## src/rtl/lcd_arbiter.sv

```systemverilog
// Two-requester round-robin arbiter in front of a single LCD encoder command port.
// Latches the winner's command at grant, waits for the encoder to accept it (with timeout) and to finish.
module lcd_arbiter #(
    parameter int TIMEOUT_CYCLES    = 1023,
    parameter int TIMEOUT_BIT_WIDTH = 10
) (
    input  logic        clk,
    input  logic        reset,
    input  logic        instr_busy,
    input  logic        data_busy,
    input  logic [1:0]  req,
    input  logic [15:0] req_data,
    input  logic [11:0] req_addr_y,
    input  logic [5:0]  req_addr_x,
    input  logic [3:0]  req_action,
    output logic [1:0]  grant,
    output logic [1:0]  done,
    output logic        error,
    output logic [7:0]  enc_data,
    output logic [5:0]  enc_addr_y,
    output logic [2:0]  enc_addr_x,
    output logic [1:0]  enc_action
);

    typedef enum logic [2:0] {IDLE, ISSUE, WAIT_ACCEPT, WAIT_FINISH, COMPLETE} state_t;

    localparam logic [TIMEOUT_BIT_WIDTH-1:0] TMO_MAX = TIMEOUT_BIT_WIDTH'(TIMEOUT_CYCLES);

    state_t                       state_q, state_d;
    logic [1:0]                   grant_q, grant_d;
    logic                         last_q, last_d;
    logic [7:0]                   data_q, data_d;
    logic [5:0]                   addr_y_q, addr_y_d;
    logic [2:0]                   addr_x_q, addr_x_d;
    logic [1:0]                   action_q, action_d;
    logic [TIMEOUT_BIT_WIDTH-1:0] tmo_q, tmo_d;
    logic                         err_q, err_d;
    logic                         win;

    always_ff @(posedge clk or posedge reset) begin
        if (reset) begin
            state_q  <= IDLE;
            grant_q  <= '0;
            last_q   <= 1'b1;
            data_q   <= '0;
            addr_y_q <= '0;
            addr_x_q <= '0;
            action_q <= '0;
            tmo_q    <= '0;
            err_q    <= 1'b0;
        end else begin
            state_q  <= state_d;
            grant_q  <= grant_d;
            last_q   <= last_d;
            data_q   <= data_d;
            addr_y_q <= addr_y_d;
            addr_x_q <= addr_x_d;
            action_q <= action_d;
            tmo_q    <= tmo_d;
            err_q    <= err_d;
        end
    end

    always_comb begin
        state_d  = state_q;
        grant_d  = grant_q;
        last_d   = last_q;
        data_d   = data_q;
        addr_y_d = addr_y_q;
        addr_x_d = addr_x_q;
        action_d = action_q;
        tmo_d    = tmo_q;
        err_d    = err_q;
        // With both requesting, the one not served last wins; otherwise the lone requester.
        win      = (req == 2'b11) ? ~last_q : req[1];
        unique case (state_q)
            IDLE: begin
                if (!instr_busy && req != 2'b00) begin
                    grant_d  = win ? 2'b10 : 2'b01;
                    last_d   = win;
                    data_d   = win ? req_data[15:8]   : req_data[7:0];
                    addr_y_d = win ? req_addr_y[11:6] : req_addr_y[5:0];
                    addr_x_d = win ? req_addr_x[5:3]  : req_addr_x[2:0];
                    action_d = win ? req_action[3:2]  : req_action[1:0];
                    err_d    = 1'b0;
                    state_d  = ISSUE;
                end
            end
            ISSUE: begin
                tmo_d   = '0;
                state_d = (action_q == 2'b00) ? COMPLETE : WAIT_ACCEPT;
            end
            WAIT_ACCEPT: begin
                if (data_busy) begin
                    action_d = 2'b00;
                    state_d  = WAIT_FINISH;
                end else if (tmo_q == TMO_MAX) begin
                    action_d = 2'b00;
                    err_d    = 1'b1;
                    state_d  = COMPLETE;
                end else if (tmo_q != '1) begin
                    tmo_d = tmo_q + 1'b1;
                end
            end
            WAIT_FINISH: begin
                if (!data_busy) state_d = COMPLETE;
            end
            COMPLETE: begin
                grant_d = 2'b00;
                state_d = IDLE;
            end
            default: state_d = IDLE;
        endcase
    end

    assign grant      = grant_q;
    assign done       = (state_q == COMPLETE) ? grant_q : 2'b00;
    assign error      = (state_q == COMPLETE) && err_q;
    assign enc_data   = data_q;
    assign enc_addr_y = addr_y_q;
    assign enc_addr_x = addr_x_q;
    assign enc_action = action_q;

endmodule

```

## config.mk

```make
export PLATFORM = sky130hd
export DESIGN_NAME = lcd_arbiter
export DESIGN_NICKNAME = d
export VERILOG_FILES = /design/src/rtl/lcd_arbiter.sv
export SDC_FILE = /design/constraint.sdc
export NUM_CORES = 1
export LEC_CHECK = 0
export ABC_AREA = 1
export BUFFER_PORTS_ARGS = -buffer_cell sky130_fd_sc_hd__buf_4
export CAP_MARGIN = 20
export CORE_MARGIN = 2
export CORE_UTILIZATION = 45
export DETAILED_ROUTE_END_ITERATION = 12
export GPL_ROUTABILITY_DRIVEN = 0
export PLACE_DENSITY = 0.73
export SLEW_MARGIN = 20
export SYNTH_ARGS = -nofsm -noshare
export SYNTH_HDL_FRONTEND = slang
export SYNTH_SLANG_ARGS = --single-unit
```

## constraint.sdc

```tcl
create_clock -name clk -period 1.95 [get_ports clk]
set_input_delay 0.0975 -clock clk [delete_from_list [all_inputs] [get_ports clk]]
set_output_delay 0.0975 -clock clk [all_outputs]
set_load 0.01 [all_outputs]
```

## Word level (Yosys, flattened, before mapping)

Index checks and enable logic that the tools add are counted.
Widths: inputs -> output; s select.

- Shift operators: 0
- Magnitude comparators: 0
- Div/mod/pow operators: 0
- Add/subtract/negate cells: 1
- Multiply operators: 0
- Multiplexer cells: 27
- Reductions and logical operators: 15
- Equal/unequal tests: 14
- Bitwise operators: 1

Operator list:

| operator | number |
|---|---|
| $mux 10 | 3 |
| $pmux 10 s2 | 1 |
| $mux 3 | 6 |
| $mux 2 | 7 |
| $ne 2x2->1 const B | 6 |
| $pmux 3 s4 | 1 |
| $add 10x1->10 const B | 1 |
| $eq 10x10->1 const B | 1 |
| $ne 10x10->1 const B | 1 |
| $mux 8 | 1 |
| $pmux 2 s2 | 2 |
| $reduce_and 4->1 | 2 |
| $reduce_bool 2->1 | 4 |
| $eq 3x2->1 const B | 2 |
| $mux 6 | 1 |
| $reduce_and 3->1 | 2 |
| $mux 1 | 4 |
| $reduce_and 2->1 | 2 |
| $eq 3x1->1 const B | 1 |
| $eq 3x3->1 const B | 1 |
| $logic_not 3->1 | 1 |
| $ne 3x3->1 const B | 1 |
| $eq 2x2->1 const B | 1 |
| $logic_and 1x1->1 | 2 |
| other kinds (4) | 4 |

- Output and inout bits: 24
- Input bits: 44
- Latch bits: 0
- Memories kept: 0
- Bits in read-only memories: 0
- RAM bits: 0
- Register bits after elaboration: 36

## Depth between registers and ports, before layout

Gate-level depths: netlist of run 1.

- Depth after elaboration: 5
- Mapped depth: 10

## Worst setup path before layout of run 1

OpenSTA, ideal clock, no wires.

- Path type: register -> register
- From: reg tmo_q[0]
- To: reg tmo_q[7]
- Buffers on the path: 1
- Period minus slack after synthesis: 1.421 ns
- Arrival time: 1.303 ns
- Slack: 0.529 ns
- Setup time: 0.118 ns
- Cell stages (with the launch flop): 11
- Data required time: 1.832 ns
- Cells stage by stage: dfrtp_1 > ha_1 > nand2_2 > nor2_4 > nand3_4 > nand2_4 > nand2_4 > inv_6 > buf_12 > nand2_1 > o21ai_2

- Cells in the longest elaborated chain, start to end: 5
- Elaborated cells on any way between the ends: 10

RTL lines:

| what | line | source |
|---|---|---|
| from (decl) | 36 | `logic [TIMEOUT_BIT_WIDTH-1:0] tmo_q, tmo_d;` |
| from (signal assigned) | 59 | `tmo_q <= tmo_d;` |
| $add 10x1->10 | 102 | `tmo_d = tmo_q + 1'b1;` |
| $mux 10 | 101 | `end else if (tmo_q != '1) begin` |
| $mux 10 | 97 | `end else if (tmo_q == TMO_MAX) begin` |
| $mux 10 | 94 | `if (data_busy) begin` |
| $pmux 10 s2 | 76 | `unique case (state_q)` |

Parallel ways exist; a longest one is shown, timed or not. The select of a mux whose other input is x is not followed.
A chain may end at the register's enable or synchronous reset.

## Final worst setup path of run 1

- From: reg state_q[2]
- To: reg action_q[1], in the netlist enc_action[1]

- Cells in the longest elaborated chain, start to end: 3
- Elaborated cells on any way between the ends: 7

RTL lines:

| what | line | source |
|---|---|---|
| from (decl) | 29 | `state_t state_q, state_d;` |
| from (signal assigned) | 52 | `state_q <= state_d;` |
| $eq 3x2->1 / $logic_not 3->1 (equally long branches) | 76 |  |
| $ne 3x3->1 (no source line) (tied with other cells) | - |  |
| $reduce_and 3->1 (no source line) | - |  |
| to (signal assigned) | 58 | `action_q <= action_d;` |
| to (decl) | 35 | `logic [1:0] action_q, action_d;` |

Parallel ways exist; a longest one is shown, timed or not.

==> reports/summary.log, run 1 <==
qor: global_route.grtUsageMet1 26.47%
qor: floorplanning.starting_density_of_the_core 47.61%
qor: setup_path.critPathCaptureType register
qor: global_route.grt_util_met3 4.651%
qor: sta.final.period_utilization 81.89%
qor: global_route.globalRouteMet2Util 32.37%
qor: placement.place.detailed.hpwl 3459 um
qor: synthesis.synth.avg_cell_area 8.327 sq um
qor: hold_path.timing.hold.worst.class in2reg
qor: setup_path.worstPathArrival 1.75 ns
qor: synthesis.mappedNetlistNets 277
qor: global_route.grt_most_used_layer met2
qor: setup_path.worstReg2RegEnd enc_action[1]
qor: cts.cts_max_path_buffers 2
qor: pwr.leakagePower 1.276 nW
qor: placement.port_buffers 67
qor: route.residual_antenna_violating_net_count_after_detailed_routing 0
qor: route.route.vias.total 1,800
qor: cts.clk_latency 0.28 ns
qor: cts.clk_transition_reported_paths 0.07 ns
qor: synthesis.yosys.area.top_type_share 45.34%
qor: sta.final.setup_skew 0.004901 ns
qor: sta.finalSetupTns 0 ns
qor: run.maxCapViolCount 0
qor: floorplanning.core_region_area 4058 sq um
qor: cts.clock_tree_from_tritoncts built
qor: cts.post_cts.repair.setup_buffers 0
qor: route.wl_per_cell 13.52 um
qor: synthesis.ys.warnings.count 0
qor: layout.final_antenna_diode_count 0
qor: floorplanning.die-width 69.52 um
qor: sta.rsz0062_at_grt no
qor: setup_path.crit-reg2reg-launch state_q[2]
qor: cts.cts_made_buffers 5
qor: synthesis.synthesis.area 1932 sq um
qor: synthesis.netlist.top_cell.by_area sky130_fd_sc_hd__dfrtp_1
qor: global_route.grt_overflow 0
qor: setup_path.timing.reg2reg.setup_slack 0.35 ns
qor: sta.setup_violations 0
qor: global_route.grt_start_max_net_pins 37
qor: setup_path.timing.critical_path.to enc_action[1]
qor: sta.fmax 626.2 MHz
qor: global_route.grt_pass1_wl 7831 um
qor: global_route.antenna_violations_before_repair 0
qor: sta.worst_slew_margin_rel 69.43%
qor: route.routed_wl 4759 um
qor: setup_path.startpoint_type register
qor: sta.report.final.hold_viol_count 0
qor: sta.final.setup.worst_slack 0.3531 ns
qor: status.outcome complete, no violations
qor: synthesis.postSynthRegisterBits 36
qor: floorplanning.die_area 4833 sq um
qor: layout.mostFrequentLayoutCell sky130_fd_sc_hd__nand2_1
qor: setup_path.timing.critical_path.from state_q[2]
qor: pwr.vdd_ir_drop_max 0.5597 mV
qor: global_route.vias_in_the_first_global_route 1,682
qor: sta.timing.final.crit_period 1.597 ns
qor: sta.report.final.slew_viol_count 0
qor: setup_path.r2r.worst_path.cells 6
qor: pwr.power_density 1196 nW/um^2
qor: floorplanning.placement_rows 23
qor: route.dr.pass1.iters 4
qor: synthesis.postSynthCellCount 232
qor: floorplanning.io_pins 68
qor: route.drc 0
qor: setup_path.worst_ep_required_time 2.10 ns
qor: route.detail_route.vias_per_cell 5.114
qor: sta.timing_worst_slew_pin_value 0.4586 ns
qor: setup_path.critical_path_peak_fanout 11
qor: synthesis.synth_seq_area_share 46.70%
qor: cts.clock_sink_count 36
qor: layout.layout.cells.most_common_list 80 x sky130_fd_sc_hd__nand2_1, 68 x sky130_fd_sc_hd__buf_4, 35 x sky130_fd_sc_hd__dfrtp_1, 30 x sky130_fd_sc_hd__nand3_1, 16 x sky130_fd_sc_hd__inv_1
qor: layout.finalNetCount 347
qor: layout.syn2layout_area_growth 31.41%
qor: global_route.globalRouteTotalUtil 20.14%
qor: synthesis.top_cells_by_area_synth sky130_fd_sc_hd__dfrtp_1 45%, sky130_fd_sc_hd__nand2_1 16%, sky130_fd_sc_hd__nand3_1 7.8%
qor: route.initialDrtViolationCount 111
qor: placement.pre_cts_ws 0.3881 ns
qor: layout.drive_above_1_share 33.44%
qor: synthesis.post_synth_num_cell_types 32
qor: floorplanning.die_height 69.52 um
qor: cts.cts-htree-levels 2
qor: cts.cts-root-buf sky130_fd_sc_hd__clkbuf_8
qor: setup_path.criticalPathCategory reg2reg
report_power, final:
group / internal (mW) / leakage [nW] / switching [mW] / total [mW]
Combinational: 0.580 / 0.771 / 0.769 / 1.35
Sequential: 1.02 / 0.463 / 0.177 / 1.20
Clock: 0.243 / 0.0410 / 0.250 / 0.493
Total: 1.84 / 1.28 / 1.20 / 3.04
registers in the layout (all words and copies together) (netlist names):
signal,flops
grant,2
enc_addr_y,6
tmo_q,10
state_q,3
last_q,1
enc_addr_x,3
enc_data,8
enc_action,2
err_q,1
metal layers:
layer | wire length (um) | part of all wire [%] | vias up
met4 | 60 | 1.3 | 0
met5 | 0 | 0 | -
met3 | 287 | 6.0 | 6
li1 | - | - | 892
met1 | 2049 | 43 | 842
met2 | 2362 | 50 | 60
worst min path at each step:
stage | startpoint | end | depth (start not counted)
after floorplan | req_addr_x[3] | enc_addr_x[0] | 2
after global placement | reset | enc_addr_x[2] | 3
after detailed placement | reset | enc_addr_x[2] | 3
after CTS | req_addr_y[10] | enc_addr_y[4] | 3
after global routing | req_addr_x[3] | enc_addr_x[0] | 3
final | req_addr_y[10] | enc_addr_y[4] | 3
critical path: stages (launching register included):
cell and delay, ns:
sky130_fd_sc_hd__dfrtp_1 0.40, sky130_fd_sc_hd__inv_1 0.13, sky130_fd_sc_hd__nand3_2 0.20, sky130_fd_sc_hd__inv_1 0.34
sky130_fd_sc_hd__o21ai_0 0.24, sky130_fd_sc_hd__nand2_1 0.09, sky130_fd_sc_hd__o21ai_0 0.07
what timing repair did:
item,CTS,global route
hold buffers,1,0
gates resized for setup,0,0
endpoints found under the hold margin,35,0
cell type report:
type	instances	area (sq um)
fill	371	1519
sequential	36	902.1
multi-input combinational	172	900.9
timing repair buffer	69	520.5
inverter	18	75.07
clock buffer	6	72.57
tap	50	62.56
clock inverter	1	5.005
metrics by stage:
step	power (mW)	cell area (sq um)	instances	utilization, %	hold WS, ns
floorplan	2.053	1932	232	-	0.2174
global placement	2.519	2451	344	60.41	0.2393
detailed placement	2.558	2451	344	60.41	0.2388
CTS	3.067	2539	352	62.57	0.008899
global route	3.261	2539	352	62.57	0.01729
finish	3.037	2539	352	62.57	0.01512
cell usage after synthesis (all sizes together):
master	instances
nand2	87
dfrtp	35
nand3	32
inv	18
nor2	17
o21ai	10
buf	6
a21oi	4
nand4	4
or2	4
o22ai	3
o211ai	2
o21bai	2
xor2	2
a21o	1
a31oi	1
dfstp	1
ha	1
nor3	1
o2111ai	1
logic make-up (layout without fill, tap and decap cells):
logic type | count (synthesis) | after routing | synth area share [%]
flops | 36 | 36 | 46.70
compound gates | 24 | 24 | 8.161
xor+xnor | 2 | 2 | 0.9069
simple gates | 145 | 145 | 36.92
fa+ha+maj | 1 | 1 | 0.6476
buf+inv | 24 | 94 | 6.671
(Power assumes the default switching activity.)
==> run 2: changes to the inputs <==
--- a/config.mk
+++ b/config.mk
@@ -12,7 +12,7 @@
 export CORE_UTILIZATION = 45
 export DETAILED_ROUTE_END_ITERATION = 12
 export GPL_ROUTABILITY_DRIVEN = 0
-export PLACE_DENSITY = 0.73
+export PLACE_DENSITY = 0.76
 export SLEW_MARGIN = 20
 export SYNTH_ARGS = -nofsm -noshare
 export SYNTH_HDL_FRONTEND = slang
==> constraint.sdc (replaced) <==
create_clock -name clk -period 1.4 [get_ports clk]
set_input_delay 0.07 -clock clk [delete_from_list [all_inputs] [get_ports clk]]
set_output_delay 0.07 -clock clk [all_outputs]
set_load 0.01 [all_outputs]
==> run 2 against run 1 <==
  * The run now ends with negative hold slack left
  * Critical path type unchanged
  * Setup slack worse by 0.34 ns
  * Largest power group unchanged
  * Clock power up 83%
  * Maximum frequency up 15%
  * Critical endpoint is now enc_addr_x[0]
  * Sequential share of layout area down 5.0 points
  * Cell count up 11%
  * Count of clock-buffer cells in the layout unchanged
  * Total power up 58%
  * Non-clock buffer count up 37
==> reports/summary.log, run 2 (synthesis results as in run 1) <==
qor: status.outcome finished with violations
qor: status.violated_checks negative hold slack
qor: cts.cts_max_path_buffers 2 [unchanged]
qor: placement.dpl-instance-area 2589 sq um [+5.6%]
qor: route.initialDrtViolationCount 135 [+22%]
qor: sta.worst_slew_margin_rel 69.28% [-0.15 points]
qor: global_route.grt_overflow 0 [unchanged]
qor: setup_path.cpMaxStageDelayCell sky130_fd_sc_hd__dfrtp_1
qor: hold_path.timing.hold.worst.class in2reg
qor: sta.fmax 722.2 MHz [+15%]
qor: pwr.power_density 1623 nW/um^2 [+36%]
qor: cts.cts-htree-levels 2 [unchanged]
qor: global_route.globalRouteMet2Util 38.46% [+6.1 points]
qor: route.wl_per_cell 13.42 um [-0.71%]
qor: sta.timing.final.crit_period 1.385 ns [-0.2123 ns]
qor: layout.largest_register_ff_count 10 [unchanged]
qor: cts.cts_made_buffers 5 [unchanged]
qor: layout.layout.cells.most_common_list 87 x sky130_fd_sc_hd__buf_4, 79 x sky130_fd_sc_hd__nand2_1, 35 x sky130_fd_sc_hd__dfrtp_1, 29 x sky130_fd_sc_hd__nand3_1, 17 x sky130_fd_sc_hd__dlygate4sd3_1
qor: route.drc 0 [unchanged]
qor: cts.clk_transition_reported_paths 0.08 ns [about the same]
qor: layout.syn2layout_area_growth 53.11%
qor: floorplanning.starting_density_of_the_core 47.61% [unchanged]
qor: sta.report.final.hold_viol_count 1 [+1]
qor: route.detail_route.vias_per_cell 5.031 [-1.6%]
qor: placement.port_buffers 67 [unchanged]
qor: route.dr.pass1.iters 4 [unchanged]
qor: layout.multi_input_comb_area 962.2 sq um [+6.8%]
qor: placement.place.detailed.hpwl 3568 um [+3.2%]
qor: sta.rsz0062_at_grt yes
qor: route.route.vias.total 1,972 [+9.6%]
qor: setup_path.crit_chain nor2_2, nand2_2, nor2_4, inv_4, nor2_4, nand2_1, nand3_1
qor: pwr.leakagePower 1.475 nW [+16%]
qor: layout.final_antenna_diode_count 0 [unchanged]
qor: layout.largest_register tmo_q
qor: setup_path.cp_common_cell sky130_fd_sc_hd__nor2_4
qor: cts.cts-root-buf sky130_fd_sc_hd__clkbuf_8
qor: cts.clk_latency 0.28 ns [about the same]
qor: layout.mostFrequentLayoutCell sky130_fd_sc_hd__buf_4
qor: global_route.grt_most_used_layer met2
qor: sta.setup_violations 0 [unchanged]
qor: global_route.globalRouteTotalUtil 22.49% [+2.3 points]
qor: sta.fin_hold_ws -0.00004602 ns [-0.01517 ns]
qor: layout.sequential_cell_area 902.1 sq um [unchanged]
qor: sta.final.period_utilization 98.90% [+17 points]
qor: layout.finalNetCount 386 [+11%]
qor: layout.finalCoreUtilization 72.90% [+10 points]
qor: layout.fin_area 2958 sq um [+17%]
qor: setup_path.critPathCaptureType register
qor: sta.final.setup_skew 0.005194 ns [+0.0002929 ns]
qor: floorplanning.io_pins 68 [unchanged]
qor: global_route.grt_util_met3 5.959% [+1.3 points]
qor: setup_path.critical_path_peak_fanout 9 [-2]
qor: setup_path.criticalPathCategory reg2reg
qor: cts.clock_tree_from_tritoncts built
qor: floorplanning.die-width 69.52 um [unchanged]
qor: global_route.grt_start_max_net_pins 37 [unchanged]
qor: floorplanning.die_height 69.52 um [unchanged]
qor: layout.fill_cells 310 [-16%]
qor: sta.report.final.slew_viol_count 0 [unchanged]
qor: global_route.grtUsageMet1 27.69% [+1.2 points]
qor: layout.drive_above_1_share 38.89% [+5.4 points]
qor: floorplanning.die_area 4833 sq um [unchanged]
qor: setup_path.cp_slowest_stage_delay 0.42 ns [+0.02 ns]
qor: cts.clock_sink_count 36 [unchanged]
qor: floorplanning.core_region_area 4058 sq um [unchanged]
qor: global_route.antenna_violations_before_repair 0 [unchanged]
qor: global_route.vias_in_the_first_global_route 1,882 [+12%]
qor: setup_path.worstPathArrival 1.60 ns [-0.15 ns]
qor: route.residual_antenna_violating_net_count_after_detailed_routing 0 [unchanged]
qor: setup_path.worst_ep_required_time 1.62 ns [-0.48 ns]
qor: floorplanning.placement_rows 23 [unchanged]
qor: global_route.grt_pass1_wl 8673 um [+11%]
qor: sta.timing_worst_slew_pin_value 0.4608 ns [+0.002253 ns]
qor: setup_path.startpoint_type register
qor: pwr.vdd_ir_drop_max 0.8929 mV [+60%]
qor: route.routed_wl 5262 um [+11%]
qor: run.maxCapViolCount 0 [unchanged]
[run 2: cell types whose count changed in the layout (fill, tap and decap cells not counted), sizes merged]
cell | before | now
buf | 68 | 89
bufinv | 0 | 1
dlygate4sd3 | 1 | 17
nor2 | 17 | 19
[run 2: per-stage QoR]
| stage | TNS, ns | power [mW] | hold slack, ns | setup WS, ns | std cells |
|---|---|---|---|---|---|
| floorplan | -0.04962 | 2.862 | 0.1899 | -0.01649 | 232 |
| global placement | 0 | 3.667 | 0.2112 | 0.02603 | 362 |
| detailed placement | -0.01232 | 3.713 | 0.2102 | -0.006564 | 362 |
| CTS | 0 | 4.690 | 0.0002108 | 0.002637 | 387 |
| global route | -1.457 | 5.141 | 0.0007122 | -0.09417 | 392 |
| finish | 0 | 4.800 | -0.00004602 | 0.01535 | 392 |
[run 2: repair_timing]
action / 4_1_cts / 5_1_grt
endpoints found under the hold margin: 48 / 2
buffers inserted: 0 / 3
pin swaps: 4 / 4
hold buffers: 15 / 2
gates cloned: 2 / 0
setup endpoints to repair: 10 / 36
gates resized for setup: 0 / 14
[run 2: worst max-delay path: cells and delay by family, from the launching register on]
family	cells	cell delay [ns]
buffers and inverters	1	0.11
flip-flops	1	0.42
AND/OR/NAND/NOR	6	0.79
[run 2: power breakdown]
group	switching [mW]	total (mW)	leakage, nW	internal, mW
combinational	1.20	2.26	0.957	1.06
sequential	0.219	1.64	0.463	1.42
clock	0.374	0.903	0.0552	0.529
total	1.80	4.80	1.48	3.00
[run 2: cell type report]
type / instances / share of cell area, %
Clock buffer: 6 / 2.453
Clock inverter: 2 / 1.184
Inverter: 18 / 2.623
Multi-Input combinational cell: 174 / 32.53
Sequential cell: 36 / 30.50
Tap cell: 50 / 2.115
Timing Repair Buffer: 106 / 28.60
[run 2: layer usage]
metal	share of wire (%)	up-vias
li1	-	977
met5	0	-
met2	51	52
met3	5.5	6
met4	1.2	0
met1	43	937
[run 2: path summary, 6_finish.rpt]
| check | startpoint | endpoint | slack (ns) | cells after the start |
|---|---|---|---|---|
| min | req_data[0] | enc_data[0] | -0.00005 | 3 |
| max in group asynchronous | reset | last_q | 0.60 | 4 |
| min reg2reg | enc_addr_x[1] | enc_addr_x[1] | 0.50 | 2 |
| max reg2reg | state_q[0] | enc_addr_x[0] | 0.02 | 7 |
| max | state_q[0] | enc_addr_x[0] | 0.02 | 7 |
| min in group asynchronous | reset | tmo_q[3] | 0.46 | 4 |
==> run 3: changes to the inputs <==
--- a/config.mk
+++ b/config.mk
@@ -5,14 +5,13 @@
 export SDC_FILE = /design/constraint.sdc
 export NUM_CORES = 1
 export LEC_CHECK = 0
-export ABC_AREA = 1
 export BUFFER_PORTS_ARGS = -buffer_cell sky130_fd_sc_hd__buf_4
 export CAP_MARGIN = 20
 export CORE_MARGIN = 2
-export CORE_UTILIZATION = 45
+export CORE_UTILIZATION = 44
 export DETAILED_ROUTE_END_ITERATION = 12
 export GPL_ROUTABILITY_DRIVEN = 0
-export PLACE_DENSITY = 0.76
+export PLACE_DENSITY = 0.75
 export SLEW_MARGIN = 20
 export SYNTH_ARGS = -nofsm -noshare
 export SYNTH_HDL_FRONTEND = slang
==> run 3 against run 2 <==
  * The flow finishes with violations (negative setup slack)
  * Final area is 0.80% higher
  * Area after synthesis is 4.1% lower
  * Non-clock buffer count is 4 higher
  * Utilization is 1.1 points higher
  * Die area is 1.8% lower
  * Critical path depth is 2 lower
  * Combinational power is 27% higher
  * First-iteration DRC count is 57% lower
  * Via count is 5.6% lower
==> reports/summary.log, run 3 <==
qor: floorplanning.placement_rows 23 [unchanged]
qor: pwr.combinationalPowerShare 51.6% [+4.5 points]
qor: cts.clk_transition_reported_paths 0.07 ns [about the same]
qor: setup_path.worst_ep_required_time 1.61 ns [about the same]
qor: global_route.grt_start_max_net_pins 37 [unchanged]
qor: synthesis.netlist.top_cell.by_area sky130_fd_sc_hd__dfrtp_1
qor: cts.cts_max_path_buffers 2 [unchanged]
qor: placement.port_buffers 67 [unchanged]
qor: layout.finalCoreUtilization 74.01% [+1.1 points]
qor: route.detail_route.vias_per_cell 5.363 [+6.6%]
qor: global_route.vias_in_the_first_global_route 1,765 [-6.2%]
qor: synthesis.postSynthCellCount 189 [-19%]
qor: cts.cts-htree-levels 2 [unchanged]
qor: pwr.power_density 1868 nW/um^2 [+15%]
qor: setup_path.criticalPathCategory reg2reg
qor: sta.fin_hold_ws 0.05063 ns [+0.05068 ns]
qor: route.route.met3.wl 237 um [-18%]
qor: setup_path.r2r.worst_path.cells 5 [-2]
qor: pwr.vdd_ir_drop_max 1.043 mV [+17%]
qor: route.met2RoutedLength 2785 um [+4.7%]
qor: layout.syn2layout_area_growth 60.90%
qor: sta.worst_slew_margin_rel 69.63% [+0.35 points]
qor: pwr.sequential_power_share 32.5% [-1.6 points]
qor: hold_path.worstHoldStart req_data[12]
qor: layout.mostFrequentLayoutCell sky130_fd_sc_hd__buf_4
qor: layout.layout.cells.most_common_list 99 x sky130_fd_sc_hd__buf_4, 34 x sky130_fd_sc_hd__dfrtp_1, 23 x sky130_fd_sc_hd__nand2_1, 20 x sky130_fd_sc_hd__mux2i_1, 19 x sky130_fd_sc_hd__o21ai_1
qor: status.violated_checks negative setup slack
qor: route.topRoutingLayerUsed met4
qor: placement.place.detailed.hpwl 3593 um [+0.71%]
qor: setup_path.timing.critical_path.from state_q[0]
qor: hold_path.whs_path_depth 3 [unchanged]
qor: setup_path.cpMaxStageDelayCell sky130_fd_sc_hd__or4b_4
qor: sta.fmax 619.3 MHz [-14%]
qor: synthesis.ys.warnings.count 0 [unchanged]
qor: synthesis.synth_edf_count 0 [unchanged]
qor: setup_path.startpoint_type register
qor: global_route.grt_overflow 0 [unchanged]
qor: synthesis.yosys-top-cells-count 35 x sky130_fd_sc_hd__dfrtp_1, 24 x sky130_fd_sc_hd__nand2_1, 22 x sky130_fd_sc_hd__o21ai_0
qor: synthesis.post_synth_num_cell_types 43 [+34%]
qor: global_route.grt_pass1_wl 8073 um [-6.9%]
qor: layout.largest_register tmo_q
qor: floorplanning.io_pins 68 [unchanged]
qor: cts.clock_tree_from_tritoncts built
qor: global_route.globalRouteTotalUtil 23.24% [+0.75 points]
qor: synthesis.mappedNetlistNets 234 [-16%]
qor: setup_path.critPathCaptureType register
qor: setup_path.cp_slowest_stage_delay 0.56 ns [+0.14 ns]
qor: setup_path.critical_path_peak_fanout 4 [-5]
qor: setup_path.critPathTopFamily simple AND/OR/NAND/NOR gates
qor: placement.pre_cts_ws -0.2468 ns [-0.2403 ns]
qor: route.wl_met1 2062 um [-8.2%]
qor: synthesis.post-synth-top-count-cell sky130_fd_sc_hd__dfrtp_1
qor: floorplanning.starting_density_of_the_core 45.99% [-1.6 points]
qor: synthesis.synth.avg_cell_area 9.804 sq um [+18%]
qor: synthesis.synth_seq_area_share 48.68% [+2.0 points]
qor: sta.setup_violations 37 [+37]
qor: pwr.switching_power_summed_over_all_nets 2.040 mW [+14%]
qor: route.route.vias.total 1,861 [-5.6%]
qor: synthesis.postSynthRegisterBits 36 [unchanged]
qor: route.drc 0 [unchanged]
qor: route.initialDrtViolationCount 58 [-57%]
qor: status.outcome finished with violations
qor: global_route.antenna_violations_before_repair 0 [unchanged]
qor: setup_path.crit_chain or4b_4, a31oi_4, buf_6, a21o_2, o2bb2ai_1
qor: route.wl_per_cell 14.88 um [+11%]
qor: cts.clock_sink_count 36 [unchanged]
qor: sta.final.period_utilization 115.3% [+16 points]
qor: synthesis.top_cells_by_area_synth sky130_fd_sc_hd__dfrtp_1 47%, sky130_fd_sc_hd__mux2i_1 11%, sky130_fd_sc_hd__o21ai_0 5.9%
qor: setup_path.worstReg2RegEnd enc_action[1]
qor: synthesis.synth_flop_cell sky130_fd_sc_hd__dfrtp_1
qor: pwr.sw_frac_of_total 36.64% [-0.77 points]
qor: route.residual_antenna_violating_net_count_after_detailed_routing 0 [unchanged]
qor: pwr.power_report.internal_total 3.529 mW [+17%]
qor: route.routed_wl 5162 um [-1.9%]
qor: sta.rsz0062_at_grt yes
qor: setup_path.timing.reg2reg.setup_slack -0.21 ns [-0.23 ns]
qor: synthesis.synthesis.area 1853 sq um [-4.1%]
qor: sta.report.final.hold_viol_count 0 [-1]
qor: floorplanning.die_height 68.90 um [-0.90%]
qor: cts.cts_made_buffers 5 [unchanged]
qor: synthesis.async_reset_ff_share 100.0% [unchanged]
qor: hold_path.timing.hold.worst.class in2reg
qor: sta.final.setup_skew 0.004587 ns [-0.0006069 ns]
qor: layout.final_antenna_diode_count 0 [unchanged]
qor: run.maxCapViolCount 0 [unchanged]
qor: setup_path.crit-reg2reg-launch state_q[0]
qor: sta.final.setup.worst_slack -0.2148 ns [-0.2302 ns]
qor: sta.timing.final.crit_period 1.615 ns [+0.2302 ns]
qor: floorplanning.die-width 68.90 um [-0.90%]
qor: setup_path.worstPathArrival 1.83 ns [+0.23 ns]
qor: layout.drive_above_1_share 48.82% [+9.9 points]
qor: route.dr.pass1.iters 4 [unchanged]
qor: cts.clk_latency 0.28 ns [about the same]
qor: synthesis.yosys.area.top_type_share 47.27% [+1.9 points]
qor: layout.largest_register_ff_count 10 [unchanged]
qor: sta.timing_worst_slew_pin_value 0.4555 ns [-0.005274 ns]
qor: pwr.power.share.clock 16.0% [-2.8 points]
qor: cts.cts-root-buf sky130_fd_sc_hd__clkbuf_8
qor: floorplanning.core_region_area 4029 sq um [-0.71%]
qor: setup_path.timing.critical_path.buf_inv 1 [unchanged]
qor: hold_path.hold_crit_endpoint enc_data[4]
qor: pwr.leakagePower 1.470 nW [-0.35%]
qor: sta.report.final.slew_viol_count 0 [unchanged]
qor: floorplanning.die_area 4747 sq um [-1.8%]
qor: layout.finalNetCount 341 [-12%]
[run 3: changes by cell type after synthesis, moves of 4 or more]
cell / previous run / this run
sky130_fd_sc_hd__nand2_2: 5 / 0
sky130_fd_sc_hd__nor2_1: 11 / 5
sky130_fd_sc_hd__inv_1: 16 / 8
sky130_fd_sc_hd__o21ai_2: 4 / 0
sky130_fd_sc_hd__clkbuf_1: 0 / 6
sky130_fd_sc_hd__nand3_1: 30 / 12
sky130_fd_sc_hd__nor2_4: 4 / 0
sky130_fd_sc_hd__mux2i_1: 0 / 20
sky130_fd_sc_hd__nand2_1: 80 / 24
sky130_fd_sc_hd__o21ai_0: 6 / 22
sky130_fd_sc_hd__a31oi_1: 1 / 5
sky130_fd_sc_hd__and3_1: 0 / 6
[run 3: logic make-up after synthesis]
logic type / share of synthesized area [%]
DFF: 48.68
buffers and inverters: 4.254
AOI/OAI and AO/OA: 17.15
muxes: 10.80
adders and majority gates: 0.6751
and+or+nand+nor: 18.44
[run 3: power by group through the flow]
stage / combinational, mW / clock (mW) / sequential, mW
after global placement: 2.35 / 0 / 1.77
after CTS: 2.75 / 0.915 / 1.79
after floorplan: 1.23 / 0 / 1.90
final: 2.87 / 0.888 / 1.81
after global routing: 3.13 / 0.956 / 1.86
after detailed placement: 2.42 / 0 / 1.80
[run 3: area by class of cell]
class	instances	area [sq um]
repair buffers	110	883.3
clock inverters	2	35.03
inverters	8	30.03
well taps	50	62.56
fillers	282	1047
flip-flops and latches	36	903.4
clock buffers	6	72.57
multi-input cells	135	994.7
[run 3: worst max path at each step]
stage / slack, ns / cells past startpoint / endpoint
after floorplan: -0.15 / 5 / state_q[2]
after global placement: -0.12 / 4 / tmo_q[3]
after detailed placement: -0.25 / 4 / tmo_q[3]
after CTS: -0.22 / 4 / tmo_q[8]
after global routing: -0.27 / 7 / tmo_q[1]
final: -0.21 / 5 / enc_action[1]
[run 3: metrics by stage]
step / setup TNS [ns] / total power, mW / cells / instance area, sq um
finish: -5.481 / 5.569 / 347 / 2982
CTS: -5.694 / 5.463 / 347 / 2948
global placement: -1.823 / 4.123 / 329 / 2669
global route: -7.093 / 5.948 / 347 / 2982
detailed placement: -2.905 / 4.212 / 329 / 2669
floorplan: -1.776 / 3.127 / 189 / 1938
[run 3: what timing repair did]
action / CTS / global route
pin swaps: 9 / 6
cloned: 1 / 0
endpoints found under the hold margin: 35 / 0
setup buffers: 8 / 0
hold buffers: 1 / 0
gates resized for setup: 23 / 8
endpoints found under the setup margin: 37 / 37
[run 3: routing by layer]
layer / global-route usage [%] / vias up
met1: 29.79 / 888
li1: - / 901
met3: 5.195 / 12
met5: 0 / -
met4: 9.069 / 0
met2: 38.22 / 60
[run 3: worst register-to-register path, delay by kind of cell (launching register included)]
family / cells / cell delay [ns]
AO/OA/AOI/OAI: 3 / 0.40
buffers and inverters: 1 / 0.14
AND/OR/NAND/NOR: 1 / 0.57
flip-flops: 1 / 0.44
